### config.mk
export PLATFORM = sky130hd
export DESIGN_NAME = rc5_key_scheduler
export DESIGN_NICKNAME = d
export VERILOG_FILES = /design/src/rtl/rc5_key_scheduler.sv
export SDC_FILE = /design/constraint.sdc
export NUM_CORES = 2
export LEC_CHECK = 0
export BUFFER_PORTS_ARGS = -buffer_cell sky130_fd_sc_hd__buf_4
export CORE_MARGIN = 3
export CORE_UTILIZATION = 35
export CTS_CLUSTER_SIZE = 16
export DETAILED_ROUTE_END_ITERATION = 7
export PLACE_DENSITY = 0.5
export SLEW_MARGIN = 20
export SYNTH_ARGS = -nofsm -noshare
export SYNTH_HDL_FRONTEND = slang
export SYNTH_SLANG_ARGS = --single-unit
### constraint.sdc
create_clock -name clk -period 26.8 [get_ports clk]
set_input_delay 4.02 -clock clk [delete_from_list [all_inputs] [get_ports clk]]
set_output_delay 4.02 -clock clk [all_outputs]
set_load 0.01 [all_outputs]
### src/rtl/rc5_key_scheduler.sv
// rc5_key_scheduler: parametrised RC5 key expansion with internal key, L and S stores.
// One array operation per cycle; the S table is exposed through a registered read port.
module rc5_key_scheduler #(
  parameter int unsigned  W     = 32,
  parameter int unsigned  R     = 12,
  parameter int unsigned  B_MAX = 16,
  parameter logic [W-1:0] PW    = 32'hB7E15163,
  parameter logic [W-1:0] QW    = 32'h9E3779B9,
  localparam int unsigned T     = 2*(R+1),
  localparam int unsigned C_MAX = ((8*B_MAX + W - 1)/W > 1) ? (8*B_MAX + W - 1)/W : 1,
  localparam int unsigned KAW   = (B_MAX > 1) ? $clog2(B_MAX) : 1,
  localparam int unsigned KLW   = $clog2(B_MAX+1),
  localparam int unsigned TAW   = $clog2(T)
) (
  input  logic           clk,
  input  logic           rst,
  input  logic           key_we,
  input  logic [KAW-1:0] key_addr,
  input  logic [7:0]     key_data,
  input  logic [KLW-1:0] key_len,
  input  logic           start,
  output logic           busy,
  output logic           done,
  output logic           len_err,
  input  logic [TAW-1:0] s_rd_addr,
  output logic [W-1:0]   s_rd_data
);
  localparam int unsigned U   = W/8;
  localparam int unsigned LGU = $clog2(U);
  localparam int unsigned LGW = $clog2(W);
  localparam int unsigned LAW = (C_MAX > 1) ? $clog2(C_MAX) : 1;

  typedef enum logic [2:0] {IDLE, CLR, PACK, INIT, MIX, FIN} state_t;
  state_t state, state_nx;

  logic [7:0]     key_mem [B_MAX];
  logic [W-1:0]   l_mem   [C_MAX];
  logic [W-1:0]   s_mem   [T];

  logic [KLW-1:0] b_len;
  logic [31:0]    cnt, limit, c_words, n_mix;
  logic [TAW-1:0] i_idx;
  logic [LAW-1:0] j_idx;
  logic [W-1:0]   a_reg, b_reg, rd_q;
  logic           last, len_bad, j_last;

  function automatic logic [W-1:0] rotl(input logic [W-1:0] x, input logic [LGW-1:0] r);
    return W'(({x, x} << r) >> W);
  endfunction

  assign busy      = (state != IDLE);
  assign s_rd_data = busy ? '0 : rd_q;
  assign len_bad   = (32'(key_len) > B_MAX);

  // c = max(1, ceil(b/u)); mixing runs 3*max(T,c) steps
  always_comb begin
    c_words = (32'(b_len) + U - 1) >> LGU;
    if (c_words == 32'd0) c_words = 32'd1;
    n_mix = 32'd3 * ((c_words > T) ? c_words : T);
  end

  always_comb begin
    limit = 32'd1;
    case (state)
      CLR:     limit = C_MAX;
      PACK:    limit = 32'(b_len);
      INIT:    limit = T;
      MIX:     limit = n_mix;
      default: limit = 32'd1;
    endcase
  end

  assign last   = (cnt == limit - 32'd1);
  assign j_last = (32'(j_idx) == c_words - 32'd1);

  always_comb begin
    state_nx = state;
    case (state)
      IDLE:    if (start && !len_bad) state_nx = CLR;
      CLR:     if (last) state_nx = (b_len == '0) ? INIT : PACK;
      PACK:    if (last) state_nx = INIT;
      INIT:    if (last) state_nx = MIX;
      MIX:     if (last) state_nx = FIN;
      FIN:     state_nx = IDLE;
      default: state_nx = IDLE;
    endcase
  end

  // PACK walks key bytes from b-1 down to 0
  logic [KAW-1:0] pk_byte;
  logic [LAW-1:0] pk_word;
  assign pk_byte = KAW'(32'(b_len) - 32'd1 - cnt);
  assign pk_word = LAW'((32'(b_len) - 32'd1 - cnt) >> LGU);

  logic [W-1:0] a_new, b_new;
  assign a_new = rotl(s_mem[i_idx] + a_reg + b_reg, LGW'(3));
  assign b_new = rotl(l_mem[j_idx] + a_new + b_reg, LGW'(a_new + b_reg));

  logic           l_we, s_we;
  logic [LAW-1:0] l_wa;
  logic [TAW-1:0] s_wa;
  logic [W-1:0]   l_wd, s_wd;

  always_comb begin
    l_we = 1'b0; l_wa = '0; l_wd = '0;
    s_we = 1'b0; s_wa = '0; s_wd = '0;
    case (state)
      CLR:  begin l_we = 1'b1; l_wa = cnt[LAW-1:0]; end
      PACK: begin
        l_we = 1'b1; l_wa = pk_word;
        l_wd = {l_mem[pk_word][W-9:0], key_mem[pk_byte]};
      end
      INIT: begin s_we = 1'b1; s_wa = cnt[TAW-1:0]; s_wd = a_reg; end
      MIX:  begin
        s_we = 1'b1; s_wa = i_idx; s_wd = a_new;
        l_we = 1'b1; l_wa = j_idx; l_wd = b_new;
      end
      default: ;
    endcase
  end

  always_ff @(posedge clk) begin
    if (l_we) l_mem[l_wa] <= l_wd;
    if (s_we) s_mem[s_wa] <= s_wd;
    if (key_we && !busy && (32'(key_addr) < B_MAX)) key_mem[key_addr] <= key_data;
  end

  // a_reg doubles as the S[k] accumulator during INIT and is zeroed for MIX
  always_ff @(posedge clk or negedge rst) begin
    if (!rst) begin
      state   <= IDLE;
      cnt     <= '0;
      b_len   <= '0;
      i_idx   <= '0;
      j_idx   <= '0;
      a_reg   <= '0;
      b_reg   <= '0;
      done    <= 1'b0;
      len_err <= 1'b0;
      rd_q    <= '0;
    end else begin
      state <= state_nx;
      rd_q  <= (32'(s_rd_addr) < T) ? s_mem[s_rd_addr] : '0;
      cnt   <= (state == IDLE || last) ? '0 : cnt + 32'd1;
      case (state)
        IDLE: if (start) begin
          b_len   <= key_len;
          done    <= 1'b0;
          len_err <= len_bad;
          a_reg   <= PW;
        end
        INIT: begin
          a_reg <= last ? '0 : a_reg + QW;
          if (last) begin
            b_reg <= '0;
            i_idx <= '0;
            j_idx <= '0;
          end
        end
        MIX: begin
          a_reg <= a_new;
          b_reg <= b_new;
          i_idx <= (32'(i_idx) == T - 1) ? '0 : i_idx + TAW'(1);
          j_idx <= j_last ? '0 : j_idx + LAW'(1);
        end
        FIN:     done <= 1'b1;
        default: ;
      endcase
    end
  end
endmodule

* Word-level counts from Yosys, hierarchy flattened
Memory sizes are Yosys's and may differ from the RTL's.
Index checks and enable logic that the tools add are counted.
** Storage, ports and cells
- Bits in registers :: 145
- Bits in writable memories :: 1088
- Output and inout port bits :: 35
- Memories kept :: 3
** Memory list
- s_mem :: words 26, bits a word 32, read ports 2, clocked after Yosys merged registers in 0, write ports 1, line 38 : logic [W-1:0] s_mem [T];
- key_mem :: words 16, bits a word 8, read ports 1, clocked after Yosys merged registers in 0, write ports 1, line 36 : logic [7:0] key_mem [B_MAX];
- l_mem :: words 4, bits a word 32, read ports 2, clocked after Yosys merged registers in 0, write ports 1, line 37 : logic [W-1:0] l_mem [C_MAX];
** Cells by class
- Add/subtract/negate cells :: 15
- Multiply operators :: 1
- Magnitude comparators :: 3
- Eq/ne operators :: 14
- Shifts and indexed selects :: 1
- Muxes and demuxes :: 38
- Reductions and logical operators :: 19
** Operators with widths (count)
- $mux W32 :: 6
- $pmux W32 S2 :: 3
- $add A32 B32 Y32 :: 4
- $pmux W32 S4 :: 1
- $pmux W32 S3 :: 1
- $shl A64 B5 Y64 :: 1
- $mux W30 :: 2
- $add A32 B1 Y32 const B :: 1
- $add A32 B32 Y32 const B :: 1
- $eq A2 B32 Y1 :: 1
- $eq A32 B32 Y1 :: 1
- $logic_not A32 Y1 :: 1
- $mul A2 B30 Y32 const A :: 1
- $sub A32 B1 Y32 const B :: 1
- $sub A30 B1 Y31 const B :: 1
- $gt A30 B5 Y1 const B :: 1
- $pmux W5 S2 :: 2
- $mux W3 :: 5
- $pmux W3 S5 :: 1
- $ne A2 B2 Y1 const B :: 6
- $mux W1 :: 10
- $mux W5 :: 2
- $reduce_and A2 Y1 :: 4
- $sub A6 B1 Y7 const B :: 1
- other kinds (26) :: 33

* Depth between registers and ports, before layout
- Depth in word-level cells :: 12
- Depth in mapped cells :: 38

* Least setup slack after synthesis
No wires, ideal clock.
- Kind :: register -> register
- From :: reg i_idx[0]
- To :: mem l_mem[0][22], data pin
- Arrival :: 9.307 ns
- Required time :: 26.534 ns
- Path slack :: 17.227 ns
- Cell stages (with the launch flop) :: 36
- Clock period less this slack :: 9.573 ns
- Cell sequence :: dfrtp_1 -> buf_2 -> buf_2 -> clkbuf_1 -> buf_1 -> mux4_2 -> mux4_2 -> mux2_2 -> fa_1 -> ha_1 -> fa_1 -> a211oi_1 -> o21ai_0 -> a41oi_1 -> or2_2 -> a211oi_1 -> nor2_1 -> a31oi_1 -> xor2_1 -> ha_1 -> clkbuf_1 -> clkbuf_1 -> nand2_1 -> nand2b_1 -> ha_1 -> fa_1 -> a21oi_1 -> o21ai_1 -> a31oi_1 -> mux2_2 -> a211oi_2 -> mux2i_1 -> a21oi_2 -> o211ai_1 -> mux4_1 -> a22o_1
** On the way
- Longest elaborated chain between the ends :: 7
- Elaborated cells on any way between the ends :: 8
- Those cells by class :: 5 x add/sub; 1 x shift; 1 x mux; 1 x memory
** RTL lines
- start, declared :: line 42 : logic [TAW-1:0] i_idx;
- start signal, assigned :: line 163 : i_idx <= (32'(i_idx) == T - 1) ? '0 : i_idx + TAW'(1);
- $mem_v2 Z26 W32 *
- $add A32 B32 Y32 * (2 in a row) :: line 96 : assign a_new = rotl(s_mem[i_idx] + a_reg + b_reg, LGW'(3));
- $add A32 B32 Y32 (2 in a row) :: line 97 : assign b_new = rotl(l_mem[j_idx] + a_new + b_reg, LGW'(a_new + b_reg));
- $shl A64 B5 Y64 * :: line 48 : return W'(({x, x} << r) >> W);
- $pmux W32 S2 * :: line 107 : case (state)
- named net l_wd[22] :: line 102 : logic [W-1:0] l_wd, s_wd;
- end, declared :: line 37
The timed path passes the listed nets; every way through them passes the cells marked *.

* Worst setup path in the final report
- From :: reg i_idx[0]
- To :: mem l_mem[3][22], data pin
Same word-level chain as after synthesis.

==> flow_summary.yaml <==
status:
  status: "finished clean"
die:
  top_level_ports: 61
  initial_core_util_pct: 35.3
  core-area_um2: 184000
  fp.dieW_um: 437
  row_count: 157
  dieArea_um2: 191000
  die_h_um: 437
final_layout:
  area_growth_pct: 12.6
  final_nets: 4562
  top_register: "s_mem"
  largest_register_ffs: 832
  drive_gt1_share_pct: 23.7
  top_regs: "s_mem (832), key_mem (128), l_mem (128)"
  design_area_um2: 73100
  final_util_pct: 39.8
logic_synthesis:
  syn-cell-area_um2: 64900
  ys_ff_latch: 1233
  synth_edf_count: 1088
  synthesis.nets: 4541
  synth_top_family_by_area: "multiplexers"
  synthMuxAreaShare_pct: 21.1
  ys_async_sr_fraction_pct: 11.8
  synthCells: 4374
  synth_compound_area_share_pct: 8.83
  yosys_warnings: 0
  ys.flop_type: "edfxtp_1"
  synthDistinctLibCells: 110
  synthSimpleGateAreaFrac_pct: 6.49
  synth_seq_area_share_pct: 55.9
  yosys.area_share.adder_pct: 3.47
  syn_avg_cell_area_um2: 14.8
  synthXorXnorAreaFrac_pct: 1.36
timing:
  max_slew.worst_pin.slew_ns: 1.12
  fin_skew_ns: 0.0400
  final-setup-viol-count: 0
  max_freq_mhz: 76.2
  finalCritPeriodShare_pct: 48.9
  max_slew_margin_pct: 25.5
  holdWs_ns: 0.564
  period_needed_ns: 13.12
  rsz0062_at_grt: "false"
  hold_violations: 0
  maxSlewViolCount: 0
  timing.setup.tns_ns: 0
clocking:
  cts_buffers: 140
  clkLatencyLatePin_ns: 0.80
  clk_path_buf_depth: 3
  h-tree-depth: 4
  clkTransAtPathRegs_ns: 0.06
  cts_setup_buffers: 0
  cts.sinks: 1233
  hold_buffers: 0
  cts_tree: "done"
  cts_resized: 0
  ctsRootBufferMaster: "clkbuf_16"
global_route:
  track_usage_pct: 21.9
  grt_pass1_wl_um: 304000
  antenna_found_initial: 5
  grt_pass1_vias: 41200
  grt_overflow: 0
  grt_start_max_net_pins: 101
placed_design:
  io_buffers: 60
  place.gp.congestion: 0.944
  placed_area_um2: 68400
  dp_hpwl_um: 131000
routing:
  vias_per_cell: 5.89
  drc: 0
  initialDrtViolationCount: 4177
  dr.pass1.iters: 5
  antenna_left: 0
  vias: 41100
  wl_um: 212000
  avgRoutedWirePerCell_um: 30.4
setup_path:
  cp_max_fo: 100
  cpMostUsedCell: "a21oi_1"
  slowest_delay_ns: 0.84
  crit_family: "compound AO/OA/AOI/OAI gates"
  startpoint_type: "register"
  slowest_stage: "dfrtp_4"
  critPathKind: "reg -> reg"
  crit_buf_inv: 5
  worst_ep_arrival_time_ns: 13.64
  end_kind: "register"
  required_ns: 27.32
min_path:
  hold_class: "reg -> reg"
flow_run:
  maxCapViolCount: 0
-- area by class of cell --
type / count / area [um2]
multi-input combinational: 2695 / 27200
inverter: 168 / 631
sequential: 1233 / 36300
antenna: 1 / 2.50
clock inverter: 60 / 713
tap: 2464 / 3080
fill: 16800 / 111000
timing repair buffer: 157 / 1240
clock buffer: 195 / 3870
-- layout by cell type, fill, tap and decap left out, types with 83 or more instances in the layout --
cell type	instances
a21oi_1	203
buf_4	151
clkbuf_16	144
dfrtp_1	139
edfxtp_1	1088
inv_1	163
mux2_2	83
mux2i_1	113
mux4_2	513
nand2_1	287
nor2_1	219
o21ai_0	146
-- worst register-to-register path, delay by kind of cell (launching register included) --
family | cells | cell delay, ns
XOR/XNOR | 1 | 0.50
AND/OR/NAND/NOR | 5 | 0.92
buffers and inverters | 5 | 2.48
AO/OA/AOI/OAI | 13 | 3.86
adder cells (fa/ha/maj) | 5 | 2.03
flip-flops | 1 | 0.84
multiplexers | 5 | 2.20
-- logic make-up after synthesis --
kind of cell	after synthesis
AND/OR/NAND/NOR	892
XOR/XNOR	101
adder cells (fa/ha/maj)	141
buffers and inverters	446
AO/OA/AOI/OAI	848
flip-flops	1233
multiplexers	713
-- Yosys cell counts (13+ instances only) --
cell type	instances	share of area [%]
a211oi_1	57	0.66
a21o_1	37	0.43
a21oi_1	203	1.6
a221oi_1	14	0.19
a31oi_1	24	0.23
and2_1	41	0.40
and3_1	15	0.14
buf_1	53	0.31
buf_2	24	0.19
clkbuf_1	185	1.1
dfrtp_1	145	5.6
edfxtp_1	1088	50
fa_1	65	2.0
ha_1	76	1.5
inv_1	164	0.95
mux2_2	83	1.4
mux2i_1	113	1.7
mux4_2	513	18
nand2_1	289	1.7
nand2b_1	27	0.26
nand3_1	64	0.49
nand4_1	25	0.24
nor2_1	249	1.4
nor2b_1	50	0.48
nor3_1	42	0.32
nor4_1	16	0.15
o2111ai_1	16	0.22
o211ai_1	64	0.74
o21a_1	26	0.30
o21ai_0	166	1.3
o21ai_1	15	0.12
o221ai_1	37	0.50
o22ai_1	21	0.20
o31ai_1	13	0.15
or3_1	17	0.16
xnor2_1	56	0.76
xor2_1	45	0.61
-- worst paths after layout --
check | startpoint | endpoint | slack (ns) | depth (start not counted)
worst max-delay path | i_idx[0] | l_mem[3][22] | 13.68 | 34
worst min-delay path | done | done | 0.56 | 2
worst max register to register | i_idx[0] | l_mem[3][22] | 13.68 | 34
worst min register to register | done | done | 0.56 | 2
max in group asynchronous | rst | i_idx[3] | 21.86 | 2
min in group asynchronous | rst | rd_q[5] | 3.27 | 1
-- through the flow --
| stage | std cells | setup WS, ns |
|---|---|---|
| 2_1_floorplan | 4374 | 17.23 |
| 3_3_place_gp | 6717 | 13.75 |
| 3_5_place_dp | 6717 | 13.72 |
| 4_1_cts | 6972 | 13.66 |
| 5_1_grt | 6972 | 12.71 |
| 6_report | 6973 | 13.68 |
-- per-layer routing --
metal,vias up,share of wire (%),GRT usage [%]
li1,17500,-,-
met1,21800,43,30.3
met2,1509,47,35.3
met3,302,6.1,3.53
met4,2,3.3,7.34
met5,-,0.0057,0
Power is not shown: default switching activity piles up to over one toggle a cycle in this logic, so the estimate is an artifact.
